`config.mk`:
```
export PLATFORM = sky130hd
export DESIGN_NAME = id_stage
export DESIGN_NICKNAME = d
export VERILOG_FILES = /design/src/rtl/rv32i_pkg.sv /design/src/rtl/id_imm_gen.sv /design/src/rtl/id_stage.sv
export SDC_FILE = /design/constraint.sdc
export NUM_CORES = 1
export LEC_CHECK = 0
export ABC_AREA = 1
export CAP_MARGIN = 20
export CORE_MARGIN = 3
export CORE_UTILIZATION = 55
export DETAILED_ROUTE_END_ITERATION = 6
export DONT_BUFFER_PORTS = 1
export PLACE_DENSITY = 0.73
export SETUP_SLACK_MARGIN = 0.05
export SYNTH_ARGS = -nofsm -noshare
export SYNTH_HDL_FRONTEND = slang
export SYNTH_HIERARCHICAL = 1
export SYNTH_SLANG_ARGS = --single-unit
```
`constraint.sdc`:
```
create_clock -name clk_i -period 1.5 [get_ports clk_i]
set_input_delay 0 -clock clk_i [delete_from_list [all_inputs] [get_ports clk_i]]
set_output_delay 0 -clock clk_i [all_outputs]
set_load 0.05 [all_outputs]
```
`src/rtl/rv32i_pkg.sv`:
```
// RV32I decode constants: opcodes, instruction classes and exception codes.
package rv32i_pkg;

   localparam int unsigned XLEN  = 32;
   localparam int unsigned REG_W = 5;

   localparam logic [6:0] OPC_LUI      = 7'b0110111;
   localparam logic [6:0] OPC_AUIPC    = 7'b0010111;
   localparam logic [6:0] OPC_JAL      = 7'b1101111;
   localparam logic [6:0] OPC_JALR     = 7'b1100111;
   localparam logic [6:0] OPC_BRANCH   = 7'b1100011;
   localparam logic [6:0] OPC_LOAD     = 7'b0000011;
   localparam logic [6:0] OPC_STORE    = 7'b0100011;
   localparam logic [6:0] OPC_OP_IMM   = 7'b0010011;
   localparam logic [6:0] OPC_OP       = 7'b0110011;
   localparam logic [6:0] OPC_MISC_MEM = 7'b0001111;
   localparam logic [6:0] OPC_SYSTEM   = 7'b1110011;

   localparam logic [31:0] INS_ECALL  = 32'h0000_0073;
   localparam logic [31:0] INS_EBREAK = 32'h0010_0073;

   typedef enum logic [3:0] {
      LUI    = 4'd0,
      AUIPC  = 4'd1,
      JAL    = 4'd2,
      JALR   = 4'd3,
      BRANCH = 4'd4,
      LOAD   = 4'd5,
      STORE  = 4'd6,
      OP_IMM = 4'd7,
      OP     = 4'd8,
      FENCE  = 4'd9,
      SYSTEM = 4'd10,
      CSR    = 4'd11
   } ins_class_t;

   localparam logic [3:0] EXC_FETCH_ERR  = 4'd1;
   localparam logic [3:0] EXC_ILLEGAL    = 4'd2;
   localparam logic [3:0] EXC_BREAKPOINT = 4'd3;
   localparam logic [3:0] EXC_ECALL_M    = 4'd11;

endpackage

```
`src/rtl/id_imm_gen.sv`:
```
// Combinational RV32I immediate extraction selected by instruction class.
// The opcode bits never contribute to an immediate, so only ins[31:7] comes in.
module id_imm_gen
   import rv32i_pkg::*;
(
   input  logic [31:7] ins,
   input  logic [3:0]  cls,
   output logic [31:0] imm_c
);

   always_comb begin
      imm_c = '0;
      case (ins_class_t'(cls))
         LUI, AUIPC: imm_c = {ins[31:12], 12'b0};
         JAL:        imm_c = {{12{ins[31]}}, ins[19:12], ins[20], ins[30:21], 1'b0};
         BRANCH:     imm_c = {{20{ins[31]}}, ins[7], ins[30:25], ins[11:8], 1'b0};
         STORE:      imm_c = {{21{ins[31]}}, ins[30:25], ins[11:7]};
         OP:         imm_c = '0;
         // JALR, LOAD, OP_IMM, FENCE, SYSTEM and CSR all use the I format
         default:    imm_c = {{21{ins[31]}}, ins[30:20]};
      endcase
   end

endmodule

```
`src/rtl/id_stage.sv`:
```
// RV32I decode stage between the prefetch unit and execute: decodes one fetch
// per cycle into a single output register and drains wrong-path fetches.
module id_stage
   import rv32i_pkg::*;
#(
   parameter int unsigned C_XLEN = 32
) (
   input  logic              clk_i,
   input  logic              reset_i,
   input  logic              clk_en_i,
   input  logic              pfu_dav_i,
   output logic              pfu_ack_o,
   input  logic              pfu_sofr_i,
   input  logic [31:0]       pfu_ins_i,
   input  logic              pfu_ferr_i,
   input  logic [C_XLEN-1:0] pfu_pc_i,
   input  logic              flush_i,
   output logic              exs_valid_o,
   input  logic              exs_ready_i,
   output logic [C_XLEN-1:0] exs_pc_o,
   output logic [3:0]        exs_class_o,
   output logic [2:0]        exs_funct3_o,
   output logic              exs_alt_o,
   output logic [REG_W-1:0]  exs_rs1_o,
   output logic [REG_W-1:0]  exs_rs2_o,
   output logic [REG_W-1:0]  exs_rd_o,
   output logic              exs_rd_we_o,
   output logic [31:0]       exs_imm_o,
   output logic              exs_excp_o,
   output logic [3:0]        exs_excp_code_o
);

   typedef enum logic {ST_RUN = 1'b0, ST_DRAIN = 1'b1} state_t;

   state_t           state;
   ins_class_t       cls_c;
   logic             illegal_c;
   logic             excp_c;
   logic [3:0]       excp_code_c;
   logic             rd_we_c;
   logic             load_c;
   logic [31:0]      imm_c;
   logic [6:0]       opcode;
   logic [2:0]       funct3;
   logic [6:0]       funct7;
   logic [REG_W-1:0] rd;

   assign opcode = pfu_ins_i[6:0];
   assign funct3 = pfu_ins_i[14:12];
   assign funct7 = pfu_ins_i[31:25];
   assign rd     = pfu_ins_i[11:7];

   // Class and legality; unknown opcodes (including ins[1:0] != 2'b11) are illegal
   always_comb begin
      cls_c     = OP_IMM;
      illegal_c = 1'b0;
      case (opcode)
         OPC_LUI:    cls_c = LUI;
         OPC_AUIPC:  cls_c = AUIPC;
         OPC_JAL:    cls_c = JAL;
         OPC_JALR: begin
            cls_c     = JALR;
            illegal_c = (funct3 != 3'd0);
         end
         OPC_BRANCH: begin
            cls_c     = BRANCH;
            illegal_c = (funct3[2:1] == 2'b01);
         end
         OPC_LOAD: begin
            cls_c     = LOAD;
            illegal_c = (funct3 == 3'd3) || (funct3[2:1] == 2'b11);
         end
         OPC_STORE: begin
            cls_c     = STORE;
            illegal_c = (funct3 > 3'd2);
         end
         OPC_OP_IMM: begin
            cls_c = OP_IMM;
            if (funct3 == 3'd1)
               illegal_c = (funct7 != 7'h00);
            else if (funct3 == 3'd5)
               illegal_c = (funct7 != 7'h00) && (funct7 != 7'h20);
         end
         OPC_OP: begin
            cls_c     = OP;
            illegal_c = !((funct7 == 7'h00) ||
                          ((funct7 == 7'h20) && ((funct3 == 3'd0) || (funct3 == 3'd5))));
         end
         OPC_MISC_MEM: begin
            cls_c     = FENCE;
            illegal_c = (funct3 > 3'd1);
         end
         OPC_SYSTEM: begin
            if (funct3 == 3'd0) begin
               cls_c     = SYSTEM;
               illegal_c = (pfu_ins_i != INS_ECALL) && (pfu_ins_i != INS_EBREAK);
            end else begin
               cls_c     = CSR;
               illegal_c = (funct3 == 3'd4);
            end
         end
         default: illegal_c = 1'b1;
      endcase
   end

   // Exception priority: bus error, illegal, breakpoint, environment call
   always_comb begin
      excp_c      = 1'b1;
      excp_code_c = 4'd0;
      if (pfu_ferr_i)
         excp_code_c = EXC_FETCH_ERR;
      else if (illegal_c)
         excp_code_c = EXC_ILLEGAL;
      else if (pfu_ins_i == INS_EBREAK)
         excp_code_c = EXC_BREAKPOINT;
      else if (pfu_ins_i == INS_ECALL)
         excp_code_c = EXC_ECALL_M;
      else
         excp_c = 1'b0;
   end

   always_comb begin
      rd_we_c = 1'b0;
      case (cls_c)
         LUI, AUIPC, JAL, JALR, LOAD, OP_IMM, OP, CSR:
            rd_we_c = (rd != 5'd0) && !excp_c;
         default: rd_we_c = 1'b0;
      endcase
   end

   id_imm_gen u_imm_gen (
      .ins   (pfu_ins_i[31:7]),
      .cls   (4'(cls_c)),
      .imm_c (imm_c)
   );

   // In DRAIN every fetch is accepted so wrong-path words are swallowed
   assign pfu_ack_o = clk_en_i & pfu_dav_i & ~flush_i &
                      (~exs_valid_o | exs_ready_i | (state == ST_DRAIN));
   assign load_c    = pfu_ack_o & ((state == ST_RUN) | pfu_sofr_i);

   always_ff @(posedge clk_i) begin
      if (reset_i) begin
         state           <= ST_DRAIN;
         exs_valid_o     <= 1'b0;
         exs_pc_o        <= '0;
         exs_class_o     <= '0;
         exs_funct3_o    <= '0;
         exs_alt_o       <= 1'b0;
         exs_rs1_o       <= '0;
         exs_rs2_o       <= '0;
         exs_rd_o        <= '0;
         exs_rd_we_o     <= 1'b0;
         exs_imm_o       <= '0;
         exs_excp_o      <= 1'b0;
         exs_excp_code_o <= '0;
      end else if (clk_en_i) begin
         if (flush_i) begin
            state       <= ST_DRAIN;
            exs_valid_o <= 1'b0;
         end else if (load_c) begin
            state           <= excp_c ? ST_DRAIN : ST_RUN;
            exs_valid_o     <= 1'b1;
            exs_pc_o        <= pfu_pc_i;
            exs_class_o     <= 4'(cls_c);
            exs_funct3_o    <= funct3;
            exs_alt_o       <= pfu_ins_i[30];
            exs_rs1_o       <= pfu_ins_i[19:15];
            exs_rs2_o       <= pfu_ins_i[24:20];
            exs_rd_o        <= rd;
            exs_rd_we_o     <= rd_we_c;
            exs_imm_o       <= imm_c;
            exs_excp_o      <= excp_c;
            exs_excp_code_o <= excp_code_c;
         end else if (exs_ready_i) begin
            exs_valid_o <= 1'b0;
         end
      end
   end

endmodule

```
## After elaboration in Yosys (flattened, before gate mapping)

Cells that the tools add are included.

- Flip-flop bits (word level): 95
- Bits in latches: 0
- RAM bits: 0
- Bits in read-only memories: 0
- Memories: 0

- Add/sub/neg operators: 0
- $mul: 0
- Divide/modulo/power cells: 0
- Order comparisons: 2
- Eq/ne operators: 32
- Shift-type cells: 0
- Muxes and demuxes: 22
- Bitwise gates (word level): 10
- Reductions and logical operators: 23

Operators by type and width:

| cell | count |
|---|---|
| 32-bit one-hot mux with 5 select lines | 1 |
| 4-bit one-hot mux with 10 select lines | 1 |
| 32-bit by 21-bit == test with 1-bit output, second input constant | 1 |
| 32-bit by 7-bit == test with 1-bit output, second input constant | 1 |
| 32-bit by 21-bit inequality test with 1-bit output, second input constant | 1 |
| 32-bit by 7-bit inequality test with 1-bit output, second input constant | 1 |
| 7-bit by 6-bit == test with 1-bit output, second input constant | 4 |
| 7-bit == test, second input constant | 4 |
| 4-bit by 3-bit == test with 1-bit output, second input constant | 4 |
| 4-bit 2-to-1 mux | 4 |
| 1-bit 2-to-1 mux | 15 |
| 7-bit by 5-bit == test with 1-bit output, second input constant | 2 |
| 1-bit one-hot mux with 9 select lines | 1 |
| 4-bit by 2-bit == test with 1-bit output, second input constant | 2 |
| 4-bit == test, second input constant | 2 |
| 8-bit OR reduction | 1 |
| 7-bit by 2-bit == test with 1-bit output, second input constant | 1 |
| 7-bit by 4-bit == test with 1-bit output, second input constant | 1 |
| 7-bit logical NOT | 1 |
| 7-bit by 6-bit inequality test with 1-bit output, second input constant | 1 |
| 7-bit nonzero test | 1 |
| 3-bit == test, second input constant | 2 |
| 3-bit nonzero test | 2 |
| 5-bit nonzero test | 1 |
| 20 further kinds | 34 |

## Depth between registers and ports, before layout

Gate-level depths: netlist of run 1.

- Depth in word-level cells: 11
- Depth in mapped cells: 16
- Depth with buffers taken out: 16

## Modules after synthesis

The synthesis of run 1 kept the hierarchy.

Modules (own cells, without submodules):

| module | times used | cells an instance | area an instance (um2) | sequential area each (um2) |
|---|---|---|---|---|
| id_stage | 1 | 538 | 3,851.2 | 1,881.8 |
| id_imm_gen | 1 | 92 | 422.9 | 0.0 |

## Worst setup path before layout of run 1

No wires, ideal clock.

- Path kind: reg-to-reg
- From: reg exs_valid_o
- To: reg exs_excp_code_o[1]
- Data arrival time: 1,785 ps
- Setup slack: -352 ps
- Stages on the path, launching flop included: 9
- Clock period less this slack: 1,852 ps
- Cells stage by stage: dfxtp_1 nand3b_1 nand2_1 inv_1 nand2_1 buf_2 buf_2 nand2_1 a21oi_2

- Longest elaborated chain between the ends: 6

Ends and longest elaborated chain:

| item | RTL line | RTL |
|---|---|---|
| start: declaration | id_stage.sv:18 | `output logic exs_valid_o,` |
| start signal: assignment | id_stage.sv:145 | `exs_valid_o <= 1'b0;` |
| start signal: assignment | id_stage.sv:160 | `exs_valid_o <= 1'b0;` |
| start signal: assignment | id_stage.sv:163 | `exs_valid_o <= 1'b1;` |
| 1-bit inverter | id_stage.sv:139 | `(~exs_valid_o \| exs_ready_i \| (state == ST_DRAIN));` |
| 1-bit bitwise OR (2 in series) | id_stage.sv:139 |  |
| 1-bit bitwise AND | id_stage.sv:138 | `assign pfu_ack_o = clk_en_i & pfu_dav_i & ~flush_i &` |
| named net pfu_ack_o | id_stage.sv:12 | `output logic pfu_ack_o,` |
| 1-bit bitwise AND | id_stage.sv:140 | `assign load_c = pfu_ack_o & ((state == ST_RUN) \| pfu_sofr_i);` |
| 3-bit AND reduction (no source line) | -- |  |
| end signal: assignment | id_stage.sv:174 | `exs_excp_code_o <= excp_code_c;` |
| end: declaration | id_stage.sv:30 | `output logic [3:0] exs_excp_code_o` |

The timed path passes the listed nets, and every way through them passes these cells.
A chain may end at the register's enable or synchronous reset.

## Final worst setup path of run 1

- From: reg state
- To: reg exs_rd_o[3]

- Longest elaborated chain between the ends: 4
- Elaborated cells on any way between the ends: 6

Ends and longest elaborated chain:

| item | RTL line | RTL |
|---|---|---|
| start: declaration | id_stage.sv:35 | `state_t state;` |
| start signal: assignment | id_stage.sv:162 | `state <= excp_c ? ST_DRAIN : ST_RUN;` |
| 1-bit bitwise OR or 1-bit inverter (tied branches) | id_stage.sv:139, id_stage.sv:140 |  |
| 1-bit bitwise AND or 1-bit bitwise OR (tied branches) | id_stage.sv:138, id_stage.sv:140 |  |
| 1-bit bitwise AND (*) | id_stage.sv:140 |  |
| 3-bit AND reduction (no source line) (*) | -- |  |
| end signal: assignment | id_stage.sv:170 | `exs_rd_o <= rd;` |
| end: declaration | id_stage.sv:26 | `output logic [REG_W-1:0] exs_rd_o,` |

Mark *: on every way between the ends. The rest lies on a longest branch, timed or not.

==> summary.md, run 1 <==
| Metric | Value |
|---|---|
| Die Span X | `94.2 um` |
| Number of buffers created by CTS | `9` |
| DR iter-0 viols | `266` |
| Pre-CTS setup slack | `-0.240 ns` |
| Hold_buf cts | `12` |
| Syn nets | `702` |
| Worst VDD drop | `0.664 mV` |
| Post-DRT Antenna Nets | `0` |
| Via count | `4601` |
| Achievable frequency | `0.687 GHz` |
| Yosys warns | `6` |
| Synth Register Bits | `94` |
| Root buffer cell | `clkbuf_8` |
| Pin count of the biggest net entering global routing | `83` |
| Critical Path AT | `1.71 ns` |
| Fin cells | `862` |
| Die H | `94.2 um` |
| Worst path cell trace | `nand3b_1, nand2_2, clkinvlp_4, nand2_8, inv_16, buf_4, o21ai_1, a21oi_1` |
| WL met1 | `4980 um` |
| Slowest stage delay, CP | `0.34 ns` |
| First-pass GRT wire length | `19200 um` |
| Post-DP Area | `5270 um^2` |
| CP Data Required Time | `1.75 ns` |
| Core ar. | `7410 um^2` |
| Top fanout value on the critical path | `23` |
| Worst-skew pair later-pin latency | `0.36 ns` |
| Slew Viols, Final | `0` |
| Row cnt | `31` |
| Worst setup EP type | `flop` |
| Layout Cell Area excl Fill | `5790 um^2` |
| GRT Total Usage | `0.272` |
| Min Tclk post-route | `1.46 ns` |
| Synth top area cells | `dfxtp_1 44%, nand2_1 20%, a21oi_1 11%` |
| Post-Route WL | `12800 um` |
| Drt drc | `0` |
| Fin crit share | `0.970` |
| Final hold slack | `-0.306 ns` |
| Failing checks | `hold timing` |
| Post-synth top area cell | `dfxtp_1` |
| HPWL after detailed placement | `9110 um` |
| Met3 wire len | `1230 um` |
| Port buffer count | `0` |
| Clock slew at reported path FFs | `0.10 ns` |
| IO Count | `167` |
| Htree depth | `3` |
| Initial antenna violation count | `0` |
| RSZ-0062 raised after global routing | `true` |
| P&R area growth vs syn | `35.4%` |
| Setup CP Type | `flop to flop` |
| TritonCTS Sinks | `94` |
| Critical Path Source Type | `flop` |
| Hold Vio Cnt, Final | `81` |
| Clock Path Buffers | `2` |
| CTS tree | `done` |
| PwrDens | `899 nW/um^2` |
| Layout cells sized above 1 | `0.265` |
| Met2 WL | `6290 um` |
| Final setup viols | `0` |
| Syn_area_per_cell | `6.78 um^2` |
| Antenna cells | `0` |
| Netlist Area Pre-Place | `4270 um^2` |
| Placed insts | `826` |
| Commonest non-fill, non-tap cell in the layout | `nand2_1` |
| Nets | `830` |
| Vias in the first global route | `4160` |
| Drt pass-1 iters | `6` |
| Top cell type's share of synthesized area | `0.440` |
| Netlist cell types | `25` |
| Most frequent cells in the layout | `228 x nand2_1, 129 x buf_4, 92 x dfxtp_1` |
| Cells after Synth | `630` |
| Slowest CP cell | `dfxtp_2` |
| Max cap viols | `0` |
| Starting density of the core | `0.577` |
| Fin worst setup slack | `0.0448 ns` |
| Status | `finished with violations` |
| Via density | `5.34` |
| Uppermost layer routed | `met4` |
| Clock skew | `0.00971 ns` |
| Average wire per standard cell | `14.9 um` |
| GPL Wtd Cong | `0.867` |
| Worst hold path class | `input pin to flop` |
| Total grt overflow | `0` |
| Register area share after synthesis | `0.440` |
| Die area | `8870 um^2` |
| Leak | `2.53 nW` |
[synthesized netlist by cell type]
library cell	instances
or2_2	1
buf_4	4
o21bai_1	2
conb_1	1
nor2_4	3
nor2_2	7
nand3_1	33
nand4_2	1
nand3b_1	3
nand2_2	10
nor2_1	35
a31oi_1	1
dfxtp_1	94
buf_2	11
nand2_1	232
a21oi_2	4
nand3_2	3
buf_6	2
nor3_1	3
nand4_1	2
inv_2	6
inv_1	37
a21oi_1	93
o21ai_0	27
clkbuf_1	15
[final cells by class]
type / instances / area [um^2]
Inverter: 43 / 181
Clock buffer: 10 / 138
Tap cell: 99 / 124
Clock inverter: 6 / 75.1
Timing Repair Buffer: 149 / 1240
Fill cell: 545 / 1620
Sequential cell: 94 / 1890
Multi-Input combinational cell: 461 / 2140
[state kept, by name (all words and copies together) (netlist names), 3 cells and up]
register,cells
exs_pc_o,32
exs_imm_o,32
exs_rs1_o,5
exs_class_o,4
exs_funct3_o,3
exs_excp_code_o,3
exs_rd_o,5
exs_rs2_o,5
[worst paths after layout]
path                                                 start                         end  slack, ns  depth (start not counted)
worst min-delay path                               reset_i   exs_pc_o[22]$_SDFFE_PP0P_      -0.31                          1
worst max register to register          state$_SDFFE_PP1P_    exs_rd_o[3]$_SDFFE_PP0P_       0.04                          8
worst max-delay path                    state$_SDFFE_PP1P_    exs_rd_o[3]$_SDFFE_PP0P_       0.04                          8
worst min register to register  exs_imm_o[14]$_SDFFE_PP0P_  exs_imm_o[14]$_SDFFE_PP0P_       0.46                          2
[layer usage]
metal / vias to the layer above / track usage
met4: 0 / 0.0987
met3: 29 / 0.0737
li1: 2260 / -
met2: 205 / 0.463
met1: 2107 / 0.329
met5: - / 0
[through the flow]
step	util	total power [mW]	setup TNS [ns]
2_1_floorplan	-	3.21	-9.34
3_3_place_gp	0.712	3.37	-3.08
3_5_place_dp	0.712	3.39	-6.02
4_1_cts	0.762	5.18	0
5_1_grt	0.781	5.39	-0.482
6_report	0.781	5.20	0
[worst max-delay path, delay by kind of cell (launching register included)]
| kind | cells | cell delay, ns |
|---|---|---|
| and+or+nand+nor | 3 | 0.43 |
| AOI/OAI and AO/OA | 2 | 0.17 |
| DFF | 1 | 0.34 |
| buffers and inverters | 3 | 0.41 |
[what timing repair did]
item	4_1_cts	5_1_grt
gates cloned	0	2
pin swaps	1	11
setup buffers	2	4
resized for setup	6	26
endpoints found under the setup margin	83	83
endpoints found under the hold margin	91	81
[where the power goes]
| part | leakage, nW | internal, mW | switching (mW) | total, mW |
|---|---|---|---|---|
| sequential | 0.762 | 2.56 | 0.0381 | 2.60 |
| clock | 0.105 | 0.843 | 0.946 | 1.79 |
| combinational | 1.67 | 0.275 | 0.536 | 0.811 |
| total | 2.53 | 3.68 | 1.52 | 5.20 |
[cells by family (layout without fill, tap and decap cells)]
kind of cell,count (synthesis),in the layout,synth area share
and+or+nand+nor,333,333,0.329
other,1,1,0.000877
DFF,94,94,0.440
buffers and inverters,75,208,0.0761
AOI/OAI and AO/OA,127,127,0.154
(Power assumes the default switching activity.)
==> inputs of run 2 (changes only) <==
ABC_AREA = default   (was 1)
==> summary.md, run 2 <==
| Metric | Value |
|---|---|
| Placed insts | `736 (was 826)` |
| Worst path cell trace | `or2_1, a221o_1, a21o_1, or2_4, buf_8, nor3_4, buf_4, a21o_1, nand2_1, a21oi_1 (was nand3b_1, nand2_2, clkinvlp_4, nand2_8, inv_16, buf_4, o21ai_1, a21oi_1)` |
| Syn nets | `622 (was 702)` |
| Top_reg_cell synth | `dfxtp_1 (unchanged)` |
| Failing checks | `hold timing, setup timing (was hold timing)` |
| Synth top area cells | `dfxtp_1 45%, nand2_1 18%, a21oi_1 10% (was dfxtp_1 44%, nand2_1 20%, a21oi_1 11%)` |
| Netlist Area Pre-Place | `4160 um^2 (was 4270 um^2)` |
| Slowest CP cell | `a221o_1 (was dfxtp_2)` |
| Achievable frequency | `0.609 GHz (was 0.687 GHz)` |
| Commonest non-fill, non-tap cell in the layout | `nand2_1 (unchanged)` |
| Hold_buf cts | `7 (was 12)` |
| Starting density of the core | `0.570 (was 0.577)` |
| Cells after Synth | `550 (was 630)` |
| Max cap viols | `0 (unchanged)` |
| Setup CP Type | `input pin to flop (was flop to flop)` |
| Pin count of the biggest net entering global routing | `94 (was 83)` |
| Clock skew | `0.00850 ns (was 0.00971 ns)` |
| Most frequent cells in the layout | `186 x nand2_1, 126 x buf_4, 92 x dfxtp_1 (was 228 x nand2_1, 129 x buf_4, 92 x dfxtp_1)` |
| Final setup viols | `17 (was 0)` |
| Critical Path Source Type | `input pin (was flop)` |
| Core ar. | `7290 um^2 (was 7410 um^2)` |
| Tot Pwr | `5.12 mW (was 5.20 mW)` |
| Status | `finished with violations (unchanged)` |
| Die H | `92.9 um (was 94.2 um)` |
| TritonCTS Sinks | `94 (unchanged)` |
| Post-synth top cells | `198 x nand2_1, 94 x dfxtp_1, 87 x a21oi_1, 24 x nor2_1, 18 x buf_2 (was 232 x nand2_1, 94 x dfxtp_1, 93 x a21oi_1, 37 x inv_1, 35 x nor2_1)` |
| Total grt overflow | `0 (unchanged)` |
| Yosys warns | `6 (unchanged)` |
| Slowest stage delay, CP | `0.30 ns (was 0.34 ns)` |
| Final Util | `0.810 (was 0.781)` |
| Mux contribution to synthesized area | `0 (unchanged)` |
| Fin crit share | `1.10 (was 0.970)` |
| RSZ-0062 raised after global routing | `true (unchanged)` |
| Min Tclk post-route | `1.64 ns (was 1.46 ns)` |
| Vias in the first global route | `4087 (was 4160)` |
| Worst VDD drop | `0.745 mV (was 0.664 mV)` |
| FFs w/ async S/R, synth | `0 (unchanged)` |
| P&R area growth vs syn | `42.0% (was 35.4%)` |
| Clock Path Buffers | `2 (unchanged)` |
| Largest family of logic cells by synthesized area | `simple AND/OR/NAND/NOR gates (unchanged)` |
| Xor/xnor cell area share of the yosys netlist | `0.00211 (was 0)` |
| Via density | `5.85 (was 5.34)` |
| Hold Vio Cnt, Final | `93 (was 81)` |
| Largest registers | `exs_imm_o (32), exs_pc_o (32) (unchanged)` |
| Root buffer cell | `clkbuf_8 (unchanged)` |
| First-pass GRT wire length | `19500 um (was 19200 um)` |
| Post-synth EDFFs | `0 (unchanged)` |
| Post-Synth Adder-Cell Area | `0.00241 (was 0)` |
| GRT Total Usage | `0.280 (was 0.272)` |
| Worst hold path class | `input pin to flop (unchanged)` |
| Critical path buffers and inverters | `2 (was 3)` |
| Top fanout value on the critical path | `9 (was 23)` |
| Initial antenna violation count | `0 (unchanged)` |
| DR iter-0 viols | `487 (was 266)` |
| Fin worst setup slack | `-0.143 ns (was 0.0448 ns)` |
| Row cnt | `31 (unchanged)` |
| Worst setup EP type | `flop (unchanged)` |
| Layout cells sized above 1 | `0.345 (was 0.265)` |
| Pre-CTS setup slack | `-0.516 ns (was -0.240 ns)` |
| Die Span X | `92.9 um (was 94.2 um)` |
| CP Data Required Time | `1.78 ns (was 1.75 ns)` |
| HPWL after detailed placement | `8540 um (was 9110 um)` |
| Critical path's most frequent cell | `a21o_1` |
| Number of buffers created by CTS | `9 (unchanged)` |
| Drt pass-1 iters | `5 (was 6)` |
| Syn_area_per_cell | `7.56 um^2 (was 6.78 um^2)` |
| Setup_tns | `-0.753 ns (was 0 ns)` |
| Netlist cell types | `55 (was 25)` |
| IO Count | `167 (unchanged)` |
| Nets | `745 (was 830)` |
| Drt drc | `0 (unchanged)` |
| Port buffer count | `0 (unchanged)` |
| Post-synth top area cell | `dfxtp_1 (unchanged)` |
| Post-Route WL | `13900 um (was 12800 um)` |
| Count leader, synth | `nand2_1 (unchanged)` |
| Antenna cells | `0 (unchanged)` |
| Critical Path AT | `1.93 ns (was 1.71 ns)` |
| Clock slew at reported path FFs | `0.10 ns (about the same)` |
| Leak | `2.36 nW (was 2.53 nW)` |
| Synth Register Bits | `94 (unchanged)` |
| Average wire per standard cell | `17.9 um (was 14.9 um)` |
| Die area | `8640 um^2 (was 8870 um^2)` |
| Register area share after synthesis | `0.453 (was 0.440)` |
| Top Family by Delay on Critical Path | `compound AO/OA/AOI/OAI gates (was simple AND/OR/NAND/NOR gates)` |
| Worst-skew pair later-pin latency | `0.36 ns (about the same)` |
| Compound-Gate Fraction of Synth Area | `0.199 (was 0.154)` |
| Fin cells | `777 (was 862)` |
| PwrDens | `867 nW/um^2 (was 899 nW/um^2)` |
| Post-DP Area | `5100 um^2 (was 5270 um^2)` |
| Layout Cell Area excl Fill | `5900 um^2 (was 5790 um^2)` |
| Top cell type's share of synthesized area | `0.453 (was 0.440)` |
| Via count | `4545 (was 4601)` |
| Htree depth | `3 (unchanged)` |
| Final hold slack | `-0.309 ns (was -0.306 ns)` |
| CTS tree | `done (unchanged)` |
| Slew Viols, Final | `0 (unchanged)` |
| Post-DRT Antenna Nets | `0 (unchanged)` |
| GPL Wtd Cong | `0.930 (was 0.867)` |
| Synth Area in Simple Gates | `0.288 (was 0.329)` |
run 2: power by group:
| part | total (mW) | leakage [nW] | internal [mW] | switching, mW |
|---|---|---|---|---|
| Clock | 1.81 | 0.106 | 0.888 | 0.919 |
| Sequential | 2.58 | 0.761 | 2.55 | 0.0290 |
| Combinational | 0.734 | 1.49 | 0.281 | 0.453 |
| Total | 5.12 | 2.36 | 3.72 | 1.40 |
run 2: layout make-up:
class / count / area (um^2)
Fill cell: 473 / 1390
Inverter: 3 / 11.3
Multi-Input combinational cell: 415 / 2330
Timing Repair Buffer: 150 / 1330
Clock inverter: 5 / 63.8
Clock buffer: 11 / 153
Tap cell: 99 / 124
Sequential cell: 94 / 1890
run 2: logic make-up after synthesis:
group / count (synthesis)
AND/OR/NAND/NOR: 275
AO/OA/AOI/OAI: 136
flip-flops: 94
buffers and inverters: 42
XOR/XNOR: 1
adder cells (fa/ha/maj): 1
other: 1
run 2: path summary, 6_finish.rpt:
path	to	start	slack (ns)	cells after the start
worst max-delay path	exs_imm_o[26]$_SDFFE_PP0P_	pfu_ins_i[6]	-0.14	10
worst min-delay path	exs_valid_o$_SDFFE_PP0P_	reset_i	-0.31	1
worst max register to register	exs_imm_o[13]$_SDFFE_PP0P_	exs_valid_o$_SDFFE_PP0P_	-0.02	7
worst min register to register	exs_pc_o[27]$_SDFFE_PP0P_	exs_pc_o[27]$_SDFFE_PP0P_	0.45	2
run 2: worst reg2reg max path: stages, from the launching register on:
cell	delay [ns]
dfxtp_4	0.35
nor3b_4	0.15
nor3_4	0.23
and2_4	0.25
buf_4	0.13
buf_8	0.14
nand2_1	0.07
a21oi_1	0.13
run 2: timing repair:
action | in CTS | in global routing
resized for setup | 28 | 53
buffers inserted | 3 | 8
hold endpoints to repair | 94 | 92
pin swaps | 10 | 16
gates cloned | 1 | 7
endpoints found under the setup margin | 90 | 93
run 2: per-layer routing:
metal / track usage / vias up / wire length (um) / part of all wire
met2: 0.452 / 312 / 6490 / 0.47
met5: 0 / - / 0 / 0
met4: 0.114 / 0 / 647 / 0.046
met3: 0.0861 / 80 / 1550 / 0.11
li1: - / 2074 / - / -
met1: 0.347 / 2079 / 5230 / 0.38
